File: src/rtl/mdio_master_ctrl.sv
// MDIO management master: Clause 22/45 frames, optional preamble, programmable MDC divider.
// All pad-facing outputs are registered; a frame is one pass through the FSM from IDLE.
module mdio_master_ctrl #(
    parameter int unsigned DIV_W   = 6,
    parameter int unsigned PRE_LEN = 32,
    parameter int unsigned DIV_RST = 10
) (
    input  logic             clk_i,
    input  logic             rst_n_i,
    input  logic             req_valid_i,
    output logic             req_ready_o,
    input  logic             c45_i,
    input  logic [1:0]       op_i,
    input  logic [4:0]       phyad_i,
    input  logic [4:0]       regad_i,
    input  logic [15:0]      wdata_i,
    input  logic             pre_sup_i,
    input  logic [DIV_W-1:0] div_i,
    input  logic             abort_i,
    input  logic             md_i,
    output logic             md_o,
    output logic             mdoen_o,
    output logic             mdc_o,
    output logic [15:0]      rdata_o,
    output logic             done_o,
    output logic             ta_err_o
);

    typedef enum logic [2:0] {StIdle, StPre, StHdr, StTa, StData, StEnd} state_e;

    state_e             state_q, state_d;
    logic [5:0]         bit_cnt_q, bit_cnt_d;
    logic [DIV_W-1:0]   hcnt_q, hcnt_d;
    logic [DIV_W-1:0]   half_q, half_d;
    logic [31:0]        tx_q, tx_d;
    logic [15:0]        rx_q, rx_d;
    logic               rd_q, rd_d;
    logic               ta_bad_q, ta_bad_d;
    logic               mdc_q, mdc_d;
    logic               md_q, md_d;
    logic               oe_q, oe_d;
    logic               ready_q, ready_d;
    logic               done_q, done_d;
    logic [15:0]        rdata_q, rdata_d;
    logic               ta_err_q, ta_err_d;

    logic [DIV_W-1:0]   eff_half;
    logic [31:0]        tx_load;
    logic [31:0]        tx_shift;

    assign eff_half = (div_i == '0) ? DIV_W'(DIV_RST) : div_i;
    assign tx_load  = {c45_i ? 2'b00 : 2'b01, op_i, phyad_i, regad_i, 2'b10, wdata_i};
    assign tx_shift = {tx_q[30:0], 1'b0};

    always_comb begin
        state_d   = state_q;
        bit_cnt_d = bit_cnt_q;
        hcnt_d    = hcnt_q;
        half_d    = half_q;
        tx_d      = tx_q;
        rx_d      = rx_q;
        rd_d      = rd_q;
        ta_bad_d  = ta_bad_q;
        mdc_d     = mdc_q;
        md_d      = md_q;
        oe_d      = oe_q;
        ready_d   = ready_q;
        done_d    = 1'b0;
        rdata_d   = rdata_q;
        ta_err_d  = 1'b0;

        unique case (state_q)
            StIdle: begin
                if (req_valid_i) begin
                    half_d   = eff_half;
                    hcnt_d   = eff_half - DIV_W'(1);
                    tx_d     = tx_load;
                    rd_d     = op_i[1];
                    ta_bad_d = 1'b0;
                    mdc_d    = 1'b0;
                    oe_d     = 1'b1;
                    ready_d  = 1'b0;
                    if (pre_sup_i) begin
                        state_d   = StHdr;
                        bit_cnt_d = 6'd13;
                        md_d      = tx_load[31];
                    end else begin
                        state_d   = StPre;
                        bit_cnt_d = 6'(PRE_LEN - 1);
                        md_d      = 1'b1;
                    end
                end
            end
            StEnd: begin
                state_d  = StIdle;
                done_d   = 1'b1;
                ready_d  = 1'b1;
                ta_err_d = rd_q & ta_bad_q;
                if (rd_q) begin
                    rdata_d = rx_q;
                end
            end
            default: begin
                if (hcnt_q != '0) begin
                    hcnt_d = hcnt_q - DIV_W'(1);
                end else if (!mdc_q) begin
                    // Rising MDC: the PHY's bit is sampled here.
                    hcnt_d = half_q - DIV_W'(1);
                    mdc_d  = 1'b1;
                    if (state_q == StTa && bit_cnt_q == 6'd0) begin
                        ta_bad_d = md_i;
                    end
                    if (state_q == StData) begin
                        rx_d = {rx_q[14:0], md_i};
                    end
                end else begin
                    hcnt_d = half_q - DIV_W'(1);
                    mdc_d  = 1'b0;
                    if (state_q != StPre) begin
                        tx_d = tx_shift;
                    end
                    if (bit_cnt_q != 6'd0) begin
                        bit_cnt_d = bit_cnt_q - 6'd1;
                        md_d      = (state_q == StPre) ? 1'b1
                                  : (rd_q && state_q != StHdr) ? 1'b1 : tx_shift[31];
                    end else begin
                        unique case (state_q)
                            StPre: begin
                                state_d   = StHdr;
                                bit_cnt_d = 6'd13;
                                md_d      = tx_q[31];
                            end
                            StHdr: begin
                                state_d   = StTa;
                                bit_cnt_d = 6'd1;
                                oe_d      = !rd_q;
                                md_d      = rd_q ? 1'b1 : tx_shift[31];
                            end
                            StTa: begin
                                state_d   = StData;
                                bit_cnt_d = 6'd15;
                                md_d      = rd_q ? 1'b1 : tx_shift[31];
                            end
                            default: begin
                                state_d = StEnd;
                                oe_d    = 1'b0;
                                md_d    = 1'b1;
                            end
                        endcase
                    end
                end
            end
        endcase

        // Abort drops the frame without a completion; rdata_o is left untouched.
        if (abort_i && state_q != StIdle) begin
            state_d  = StIdle;
            mdc_d    = 1'b0;
            oe_d     = 1'b0;
            md_d     = 1'b1;
            ready_d  = 1'b1;
            done_d   = 1'b0;
            ta_err_d = 1'b0;
            rdata_d  = rdata_q;
        end
    end

    always_ff @(posedge clk_i or negedge rst_n_i) begin
        if (!rst_n_i) begin
            state_q   <= StIdle;
            bit_cnt_q <= '0;
            hcnt_q    <= '0;
            half_q    <= '0;
            tx_q      <= '0;
            rx_q      <= '0;
            rd_q      <= 1'b0;
            ta_bad_q  <= 1'b0;
            mdc_q     <= 1'b0;
            md_q      <= 1'b1;
            oe_q      <= 1'b0;
            ready_q   <= 1'b1;
            done_q    <= 1'b0;
            rdata_q   <= '0;
            ta_err_q  <= 1'b0;
        end else begin
            state_q   <= state_d;
            bit_cnt_q <= bit_cnt_d;
            hcnt_q    <= hcnt_d;
            half_q    <= half_d;
            tx_q      <= tx_d;
            rx_q      <= rx_d;
            rd_q      <= rd_d;
            ta_bad_q  <= ta_bad_d;
            mdc_q     <= mdc_d;
            md_q      <= md_d;
            oe_q      <= oe_d;
            ready_q   <= ready_d;
            done_q    <= done_d;
            rdata_q   <= rdata_d;
            ta_err_q  <= ta_err_d;
        end
    end

    assign req_ready_o = ready_q;
    assign md_o        = md_q;
    assign mdoen_o     = oe_q;
    assign mdc_o       = mdc_q;
    assign rdata_o     = rdata_q;
    assign done_o      = done_q;
    assign ta_err_o    = ta_err_q;

endmodule

File: config.mk
export PLATFORM = sky130hd
export DESIGN_NAME = mdio_master_ctrl
export DESIGN_NICKNAME = d
export VERILOG_FILES = /design/src/rtl/mdio_master_ctrl.sv
export SDC_FILE = /design/constraint.sdc
export NUM_CORES = 1
export LEC_CHECK = 0
export ABC_CLOCK_PERIOD_IN_PS = 3100
export BUFFER_PORTS_ARGS = -buffer_cell sky130_fd_sc_hd__clkbuf_2
export CAP_MARGIN = 20
export CELL_PAD_IN_SITES_DETAIL_PLACEMENT = 0
export CELL_PAD_IN_SITES_GLOBAL_PLACEMENT = 1
export CORE_ASPECT_RATIO = 1.5
export CORE_MARGIN = 4
export CORE_UTILIZATION = 30
export CTS_BUF_LIST = sky130_fd_sc_hd__clkbuf_16
export CTS_CLUSTER_DIAMETER = 40
export DETAILED_ROUTE_END_ITERATION = 10
export MAX_ROUTING_LAYER = met4
export PLACE_DENSITY_LB_ADDON = 0.12
export SETUP_SLACK_MARGIN = 0.4
export SLEW_MARGIN = 25
export SYNTH_ARGS = -nofsm -noshare
export SYNTH_HDL_FRONTEND = slang
export SYNTH_SLANG_ARGS = --single-unit
File: constraint.sdc
create_clock -name clk_i -period 3.1 [get_ports clk_i]
set_input_delay 0 -clock clk_i [delete_from_list [all_inputs] [get_ports clk_i]]
set_output_delay 0 -clock clk_i [all_outputs]
set_load 0.05 [all_outputs]
* Word-level counts from Yosys, hierarchy flattened
Cells that the tools add are included.
** Operators by class
- Add/subtract/negate cells :: 4
- Eq/ne operators :: 17
- Mux-type cells :: 58
- Bitwise operators :: 6
- Reductions and logical operators :: 32
** Operators with widths (number)
- two-way mux 32 bit :: 4
- case mux 32 bit (2 select lines) :: 1
- two-way mux 6 bit :: 7
- two-way mux 1 bit :: 27
- case mux 6 bit (2 select lines) :: 2
- subtractor 6 x 1 -> 6 bit, second input constant :: 4
- case mux 6 bit (3 select lines) :: 1
- two-way mux 3 bit :: 5
- AND reduction 5 bit :: 3
- case mux 1 bit (2 select lines) :: 7
- zero test 6 bit :: 2
- inequality test 3 x 1 -> 1 bit, second input constant :: 4
- AND reduction 4 bit :: 3
- nonzero test 6 bit :: 2
- case mux 3 bit (3 select lines) :: 1
- nonzero test 3 bit :: 3
- inequality test 4 x 1 -> 1 bit, second input constant :: 2
- == test 3 x 2 -> 1 bit, second input constant :: 2
- == test 3 bit, second input constant :: 2
- case mux 3 bit (2 select lines) :: 1
- AND reduction 2 bit :: 3
- AND reduction 3 bit :: 2
- AND reduction 6 bit :: 1
- nonzero test 2 bit :: 3
- 15 further kinds :: 25
** Word-level totals
- Bits in registers :: 93
- Input port bits :: 41
- Output and inout bits :: 22
- Logic and storage cells :: 132

* Depth between registers and ports, before layout
Gate-level depths: netlist of the first run.
- Depth in word-level cells :: 9
- Depth in mapped cells :: 10
- Depth with buffers taken out :: 8

* Worst setup path after synthesis of the first run
OpenSTA, ideal clock, no wires.
- Path type :: register to register
- Start point :: register bit_cnt_q[0]
- End point :: register ta_bad_q
- Library setup time :: 121 ps
- Arrival :: 1940 ps
- Required time :: 2979 ps
- Path slack :: 1039 ps
- Stages on the path, launching flop included :: 9
- Buffers on the path :: 0
- Period minus slack after synthesis :: 2061 ps
- Path through :: dfrtp_1 inv_1 ha_1 nand2b_1 or4_1 or4_1 a21oi_1 o21ai_0 a22o_1
** On the way
- Word-level cells in the longest chain between the ends :: 4
** Ends and longest elaborated chain
- start, declared :: line 32 : logic [5:0] bit_cnt_q, bit_cnt_d;
- start signal, assigned :: line 187 : bit_cnt_q <= bit_cnt_d;
- zero test 6 bit :: line 110 : if (state_q == StTa && bit_cnt_q == 6'd0) begin
- logical AND 1 bit :: line 110
- nonzero test 2 bit (no source line)
- AND reduction 5 bit (no source line)
- end signal, assigned :: line 193 : ta_bad_q <= ta_bad_d;
- end, declared :: line 38 : logic ta_bad_q, ta_bad_d;
Every way passes these cells.
A chain may end at the register's enable or synchronous reset.

* Final worst setup path of the first run
- Start point :: register state_q[0]
- End point :: register hcnt_q[4]
** On the way
- Word-level cells in the longest chain between the ends :: 3
- Elaborated cells between the ends (all ways) :: 6
- Classes of those cells :: eq/ne (2); mux (1); bitwise (1); reduce/logical (2)
** Ends and longest elaborated chain
- start, declared :: line 31 : state_e state_q, state_d;
- start signal, assigned :: line 170 : state_q <= StIdle;
- start signal, assigned :: line 186 : state_q <= state_d;
- zero test 3 bit or == test 3 bit (tied branches) :: line 72 : unique case (state_q)
- inequality test 2 bit (no source line) or NOT 1 bit (tied branches)
- AND reduction 2 bit (no source line)
- end signal, assigned :: line 188 : hcnt_q <= hcnt_d;
- end, declared :: line 33 : logic [DIV_W-1:0] hcnt_q, hcnt_d;
Parallel ways exist; a longest one is shown, timed or not.

==> metrics.md, run 1 <==
| Metric | Value |
|---|---|
| Syn nets | 483 |
| Top-area cell type share of the netlist area | 51.9% |
| Syn Area/Cell | 10.0 um2 |
| WP data arrival | ~2.6 ns |
| Hold Path Class | input port to flop |
| Met2 wire len | ~5600 um |
| Post-synth EDFFs | 0 |
| Gr usage total | ~14% |
| Routability cong. | slightly above 0.8 |
| VDD IR max | about 250 uV |
| Wire length on met1 | 4990 um |
| Ant. Diodes | 0 |
| CTS Sinks | 93 |
| Area growth from synthesis to layout | 27.7% |
| Mapped Cells | around 440 |
| Initial Util | 30.9% |
| Pwr Total | a little under 4 mW |
| Worst setup EP type | flop |
| Post-Place Setup Slack | 0.754 ns |
| Ys Warns | 0 |
| Final Skew | 0.0113 ns |
| Non-filler cells, final | between 700 and 800 |
| Vias per cell | approximately 4.8 |
| Yosys cell types | 52 |
| CTS buffer count | 9 |
| Post-CTS setup buffer count | 0 |
| Top FF cell, synth | dfrtp_1 |
| Core area | 14,200 um2 |
| Synth top cells by count | dfrtp_1, nand2_1, nor2_1 |
| Via count | 3,508 |
| Critical Path RT | 3.32 ns |
| ANT nets after route | 0 |
| Skew-Pair Late Insertion Delay | 0.35 ns |
| Antenna violations before repair | 0 |
| Post-DP HPWL | 7720 um |
| Crit path launch type | flop |
| Tightest Pin Transition | approximately 0.73 ns |
| Hold-fix buffers at CTS | 37 |
| Placed insts | a little under 700 |
| First-pass GRT wire length | roughly 19,000 um |
| WL final | roughly 11,000 um |
| Min Tclk post-route | roughly 2.4 ns |
| Final instance area | roughly 5600 um2 |
| Fin. Hold Viols | 0 |
| Met3 wire length | between 200 and 300 um |
| Vias in the first global route | 3,663 |
| Final WS setup | between 0.7 and 0.8 ns |
| Worst-path clk slew | around 0.07 ns |
| CTS tree | built |
| DR WL/cell | around 15 um |
| Max Cap Viol | 0 |
| Setup CP Type | flop to flop |
| Slew Limit Fails | 0 |
| Num ports | 63 |
| Final net count | between 500 and 600 |
| Die width | roughly 110 um |
| Htree depth | 3 |
| Highest Signal Layer | met4 |
| Die Y | 156 um |
| Fillers | 1,480 |
| Initial DRT Pass Iterations | 4 |
| Row count | 53 |
| Final worst path period share | 76.7% |
| Hold WS | roughly 0.032 ns |
| Status | finished, final reports clean |
| Finish-stage setup viols | 0 |
| Leakage | 2.58 nW |
| Root buffer cell | clkbuf_16 |
| Setup tns final | 0 ns |
| Main area contributors after synthesis | dfrtp_1, mux2_2, nand2_1 |
| Largest area contributor in the synthesized netlist | dfrtp_1 |
| Synth Register Bits | between 90 and 100 |
| Count leader, synth | dfrtp_1 |
| Worst-path maximum fanout | 13 |
| Area of the mapped netlist | 4390 um2 |
| Longest Clk Path Bufs | 2 |
| Layout Utilization | between 30% and 40% |
| Placed inst area | ~5000 um2 |
| Async SR Flop Fraction | 100% |
| Port bufs | 62 |
| Cell Pwr Density | between 600 and 700 nW/um2 |
| RSZ-0062 raised after global routing | false |
| DR iter-0 viols | approximately 120 |
| Max frequency | ~420 MHz |
| Sequential-to-total area share from yosys stat | 53.0% |
| DRC | 0 |
| Overflow after GRT | 0 |
| Post-cts resize count | 0 |
| Relative slew slack | roughly 51% |
| Die area | between 15,000 and 20,000 um2 |
| Pin count of the biggest net entering global routing | 64 |
| Share of layout cells above drive strength 1 | about a quarter |
==> power breakdown <==
group / internal [mW] / switching (mW) / leakage [nW]
Clock: 0.645 / 0.518 / 0.151
Sequential: 1.50 / 0.223 / 1.15
Combinational: 0.413 / 0.558 / 1.28
Total: 2.56 / 1.30 / 2.58
==> sequential cells by signal (all words and copies together), names as in the netlist <==
name	flops
bit_cnt_q	6
done_o	1
half_q	6
hcnt_q	6
md_o	1
mdc_o	1
mdoen_o	1
rd_q	1
rdata_o	16
req_ready_o	1
rx_q	16
state_q	3
ta_bad_q	1
ta_err_o	1
tx_q	32
==> per-layer routing <==
layer  track usage, %  vias up
met3             2.36        6
met5                -        -
li1                 -     1729
met1             17.3     1722
met2             24.4       51
met4             4.75        0
==> worst paths after layout <==
| kind | from | to | slack [ns] | cells after the start |
|---|---|---|---|---|
| worst min-delay path | abort_i | state_q[2]$_DFFE_PN0P_ | 0.03 | 2 |
| worst max-delay path | state_q[0]$_DFFE_PN0P_ | hcnt_q[4]$_DFFE_PN0P_ | 0.72 | 7 |
| min in group asynchronous | rst_n_i | rdata_o[8]$_DFFE_PN0P_ | 0.26 | 2 |
| max in group asynchronous | rst_n_i | md_o$_DFFE_PN1P_ | 2.02 | 3 |
| worst max register to register | state_q[0]$_DFFE_PN0P_ | hcnt_q[4]$_DFFE_PN0P_ | 0.72 | 7 |
| worst min register to register | ta_bad_q$_DFFE_PN0P_ | ta_bad_q$_DFFE_PN0P_ | 0.51 | 1 |
==> worst max-delay path, cell delays in order (launching register included) <==
cell      delay, ns
dfrtp_1        0.55
or3_1          0.59
a211oi_1       0.32
or2_2          0.16
ha_1           0.17
nor3b_1        0.25
xnor2_1        0.14
o21ai_0        0.08
==> final cells by class <==
| type | instances | area (um2) | share of cell area [%] |
|---|---|---|---|
| clock buffers | 9 | 225 | 4.02 |
| flip-flops and latches | 93 | 2330 | 41.5 |
| clock inverters | 7 | 91.3 | 1.63 |
| multi-input cells | 306 | 1890 | 33.7 |
| inverters | 13 | 48.8 | 0.870 |
| repair buffers | 111 | 786 | 14.0 |
| well taps | 192 | 240 | 4.28 |
==> layout by cell type (no fill, tap or decap), drive strengths merged, types with 9 or more instances in the layout <==
| master | instances |
|---|---|
| dfrtp | 91 |
| clkbuf | 70 |
| nand2 | 67 |
| nor2 | 55 |
| mux2 | 40 |
| dlygate4sd3 | 37 |
| a31oi | 33 |
| o21ai | 22 |
| a21oi | 19 |
| inv | 16 |
| buf | 13 |
| nor3 | 9 |
==> logic make-up (layout without fill, tap and decap cells) <==
kind of cell               count (synthesis)  after routing  share of synthesized area, %
AOI/OAI and AO/OA                         95             95                          13.4
buffers and inverters                     40            140                          4.07
muxes                                     41             41                          10.5
xor gates and xnor gates                   4              4                         0.798
adders and majority gates                  3              3                         0.855
DFF                                       93             93                          53.0
and+or+nand+nor                          163            163                          17.3
Power figures use the tool's default switching activity.
==> inputs of run 2 (changes only) <==
ABC_CLOCK_PERIOD_IN_PS = 2150   (was 3100)
clock period = 2.15 ns   (was 3.1 ns; I/O delays follow)
==> run 2 against run 1 <==
Via count increased by 9.7%. First-iteration DRC count increased by 41%. Register-to-register slack got worse by 0.61 ns. Core utilization increased by 8.0 points. Sequential power increased by 46%. Clock skew decreased by 0.00057 ns. Hold slack improved by 0.062 ns. Clock power increased by 46%. Global-route usage increased by 1.9 points. Sequential cell count unchanged. Sequential share of layout area decreased by 7.0 points.
==> metrics.md, run 2 (synthesis gave the netlist of run 1 again) <==
| Metric | Value |
|---|---|
| Pwr Total | 6.36 mW (+65%) |
| Min Tclk post-route | 2.04 ns (-0.339 ns) |
| Flip-flop count of the largest register after layout | 32 (unchanged) |
| ANT nets after route | 0 (unchanged) |
| DRC | 0 (unchanged) |
| Final net count | 638 (+10%) |
| Critical Path RT | 2.39 ns (-0.93 ns) |
| Post-Place Setup Slack | 0.0571 ns (-0.697 ns) |
| DR iter-0 viols | 166 (+41%) |
| Final Skew | 0.0107 ns (-0.000569 ns) |
| DR WL/cell | 16.4 um (+9.2%) |
| Initial Util | 30.9% (unchanged) |
| Status | finished, final reports clean |
| Worst-path maximum fanout | 2 (-11) |
| Hold_sp | req_valid_i |
| Cell Pwr Density | 942 nW/um2 (+37%) |
| Htree depth | 3 (unchanged) |
| Slew Limit Fails | 0 (unchanged) |
| Slowest cell on the critical path | or4_4 |
| Antenna violations before repair | 0 (unchanged) |
| Commonest non-fill, non-tap cells in the layout | dfrtp_1, nand2_1, clkbuf_2 |
| Slowest stage delay, CP | 0.43 ns (-0.16 ns) |
| Initial DRT Pass Iterations | 5 (+1) |
| Setup tns final | 0 ns (unchanged) |
| Die area | 16,700 um2 (unchanged) |
| Root buffer cell | clkbuf_16 |
| CTS Sinks | 93 (unchanged) |
| Worst setup startpoint | bit_cnt_q[0]$_DFFE_PN0P_ |
| Num ports | 63 (unchanged) |
| Worst path cell trace | inv_2 > ha_1 > nand2b_1 > or4_4 > or4_4 > a21oi_2 > o21ai_1 > a22o_1 |
| Fillers | 1,384 (-6.5%) |
| Post-DP HPWL | 7730 um (+0.15%) |
| CTS buffer count | 9 (unchanged) |
| First-pass GRT wire length | 20,500 um (+11%) |
| Final instance area | 6750 um2 (+20%) |
| Final worst path period share | 94.8% (+18 points) |
| RSZ-0062 raised after global routing | true |
| Overflow after GRT | 0 (unchanged) |
| Non-filler cells, final | 791 (+8.2%) |
| Worst-path clk slew | 0.07 ns (about the same) |
| Biggest register | tx_q |
| Die Y | 156 um (unchanged) |
| Setup CP Type | flop to flop |
| Finish-stage setup viols | 0 (unchanged) |
| Placed inst area | 5080 um2 (+3.2%) |
| Area growth from synthesis to layout | 53.7% |
| WL final | 13,000 um (+18%) |
| Placed insts | 690 (+1.8%) |
| Vias per cell | 4.86 (+1.4%) |
| Gr usage total | 16.2% (+1.9 points) |
| R2R Setup Slk | 0.11 ns (-0.61 ns) |
| Row count | 53 (unchanged) |
| Vias in the first global route | 3,828 (+4.5%) |
| Core area | 14,200 um2 (unchanged) |
| Die width | 107 um (unchanged) |
| Leakage | 3.07 nW (+19%) |
| Relative slew slack | 67.7% (+16 points) |
| VDD IR max | 369 uV (+47%) |
| Port bufs | 62 (unchanged) |
| Fin. Hold Viols | 0 (unchanged) |
| Share of layout cells above drive strength 1 | 42.2% (+16 points) |
| Top delay family on crit path | simple AND/OR/NAND/NOR gates |
| Longest Clk Path Bufs | 2 (unchanged) |
| Routability cong. | 0.803 (-1.9%) |
| Tightest Pin Transition | 0.485 ns (-0.245 ns) |
| Worst setup EP type | flop |
| WP data arrival | 2.28 ns (-0.32 ns) |
| Max frequency | 490 MHz (+17%) |
| Via count | 3,848 (+9.7%) |
| Skew-Pair Late Insertion Delay | 0.36 ns (about the same) |
| Crit path launch type | flop |
| Pin count of the biggest net entering global routing | 40 (-38%) |
| Most used cell, CP | or4_4 |
| CTS tree | built |
| Critical path buffers and inverters | 1 (+1) |
| Commonest non-fill, non-tap cell in the layout | dfrtp_1 |
| Hold Path Class | input port to flop |
| Final WS setup | 0.111 ns (-0.611 ns) |
| Ant. Diodes | 0 (unchanged) |
| Reg2reg start | bit_cnt_q[0]$_DFFE_PN0P_ |
| Max Cap Viol | 0 (unchanged) |
-- run 2: cell count changes in the layout (fill, tap and decap cells not counted), moves of 10 or more --
cell and change:
o21ai_0 -12, buf_6 +12, buf_12 +10, buf_4 +25
nor2_2 +12, nor2_1 -14
-- run 2: final cells by class --
type	instances	area, um2	share of cell area (%)
Clock inverter	7	87.6	1.30
Multi-Input combinational cell	307	2240	33.2
Timing Repair Buffer	170	1580	23.4
Sequential cell	93	2330	34.5
Clock buffer	9	225	3.34
Tap cell	192	240	3.56
Inverter	13	48.8	0.723
-- run 2: repair_timing --
| action | 4_1_cts | 5_1_grt |
|---|---|---|
| pin swaps | 19 | 11 |
| hold endpoints to repair | 75 | 0 |
| cloned | 8 | 1 |
| buffers inserted | 28 | 9 |
| gates resized for setup | 46 | 53 |
| hold buffers | 39 | 0 |
| setup endpoints to repair | 68 | 74 |
-- run 2: power by group --
part,switching [mW],internal [mW]
logic,1.11,1.05
clock network,0.759,0.930
registers,0.350,2.16
total,2.22,4.14
-- run 2: stage by stage --
step           hold slack, ns  utilization (%)
4_1_cts                0.0727             44.9
5_1_grt                 0.135             47.6
3_3_place_gp          0.00265             35.8
2_1_floorplan          -0.296                -
3_5_place_dp         0.000583             35.8
6_report               0.0937             47.6
-- run 2: worst paths after layout --
kind,depth (start not counted),endpoint
setup / recovery,8,ta_bad_q$_DFFE_PN0P_
setup reg to reg,8,ta_bad_q$_DFFE_PN0P_
max in group asynchronous,3,req_ready_o$_DFFE_PN1P_
hold / removal,3,mdc_o$_DFFE_PN0P_
min in group asynchronous,2,rdata_o[8]$_DFFE_PN0P_
hold reg to reg,1,ta_bad_q$_DFFE_PN0P_
-- run 2: worst min-delay path, cell delays in order --
cell and delay [ns]:
clkbuf_2 0.20, nand3b_1 0.14, o21ai_1 0.06
-- run 2: per-layer routing --
metal  track usage, %  up-vias  wire length [um]
li1                 -     1857                 -
met1             20.3     1903              5660
met2             27.1       71              6670
met3             2.24       17               389
met4             5.42        0               256
met5                -        -                 0
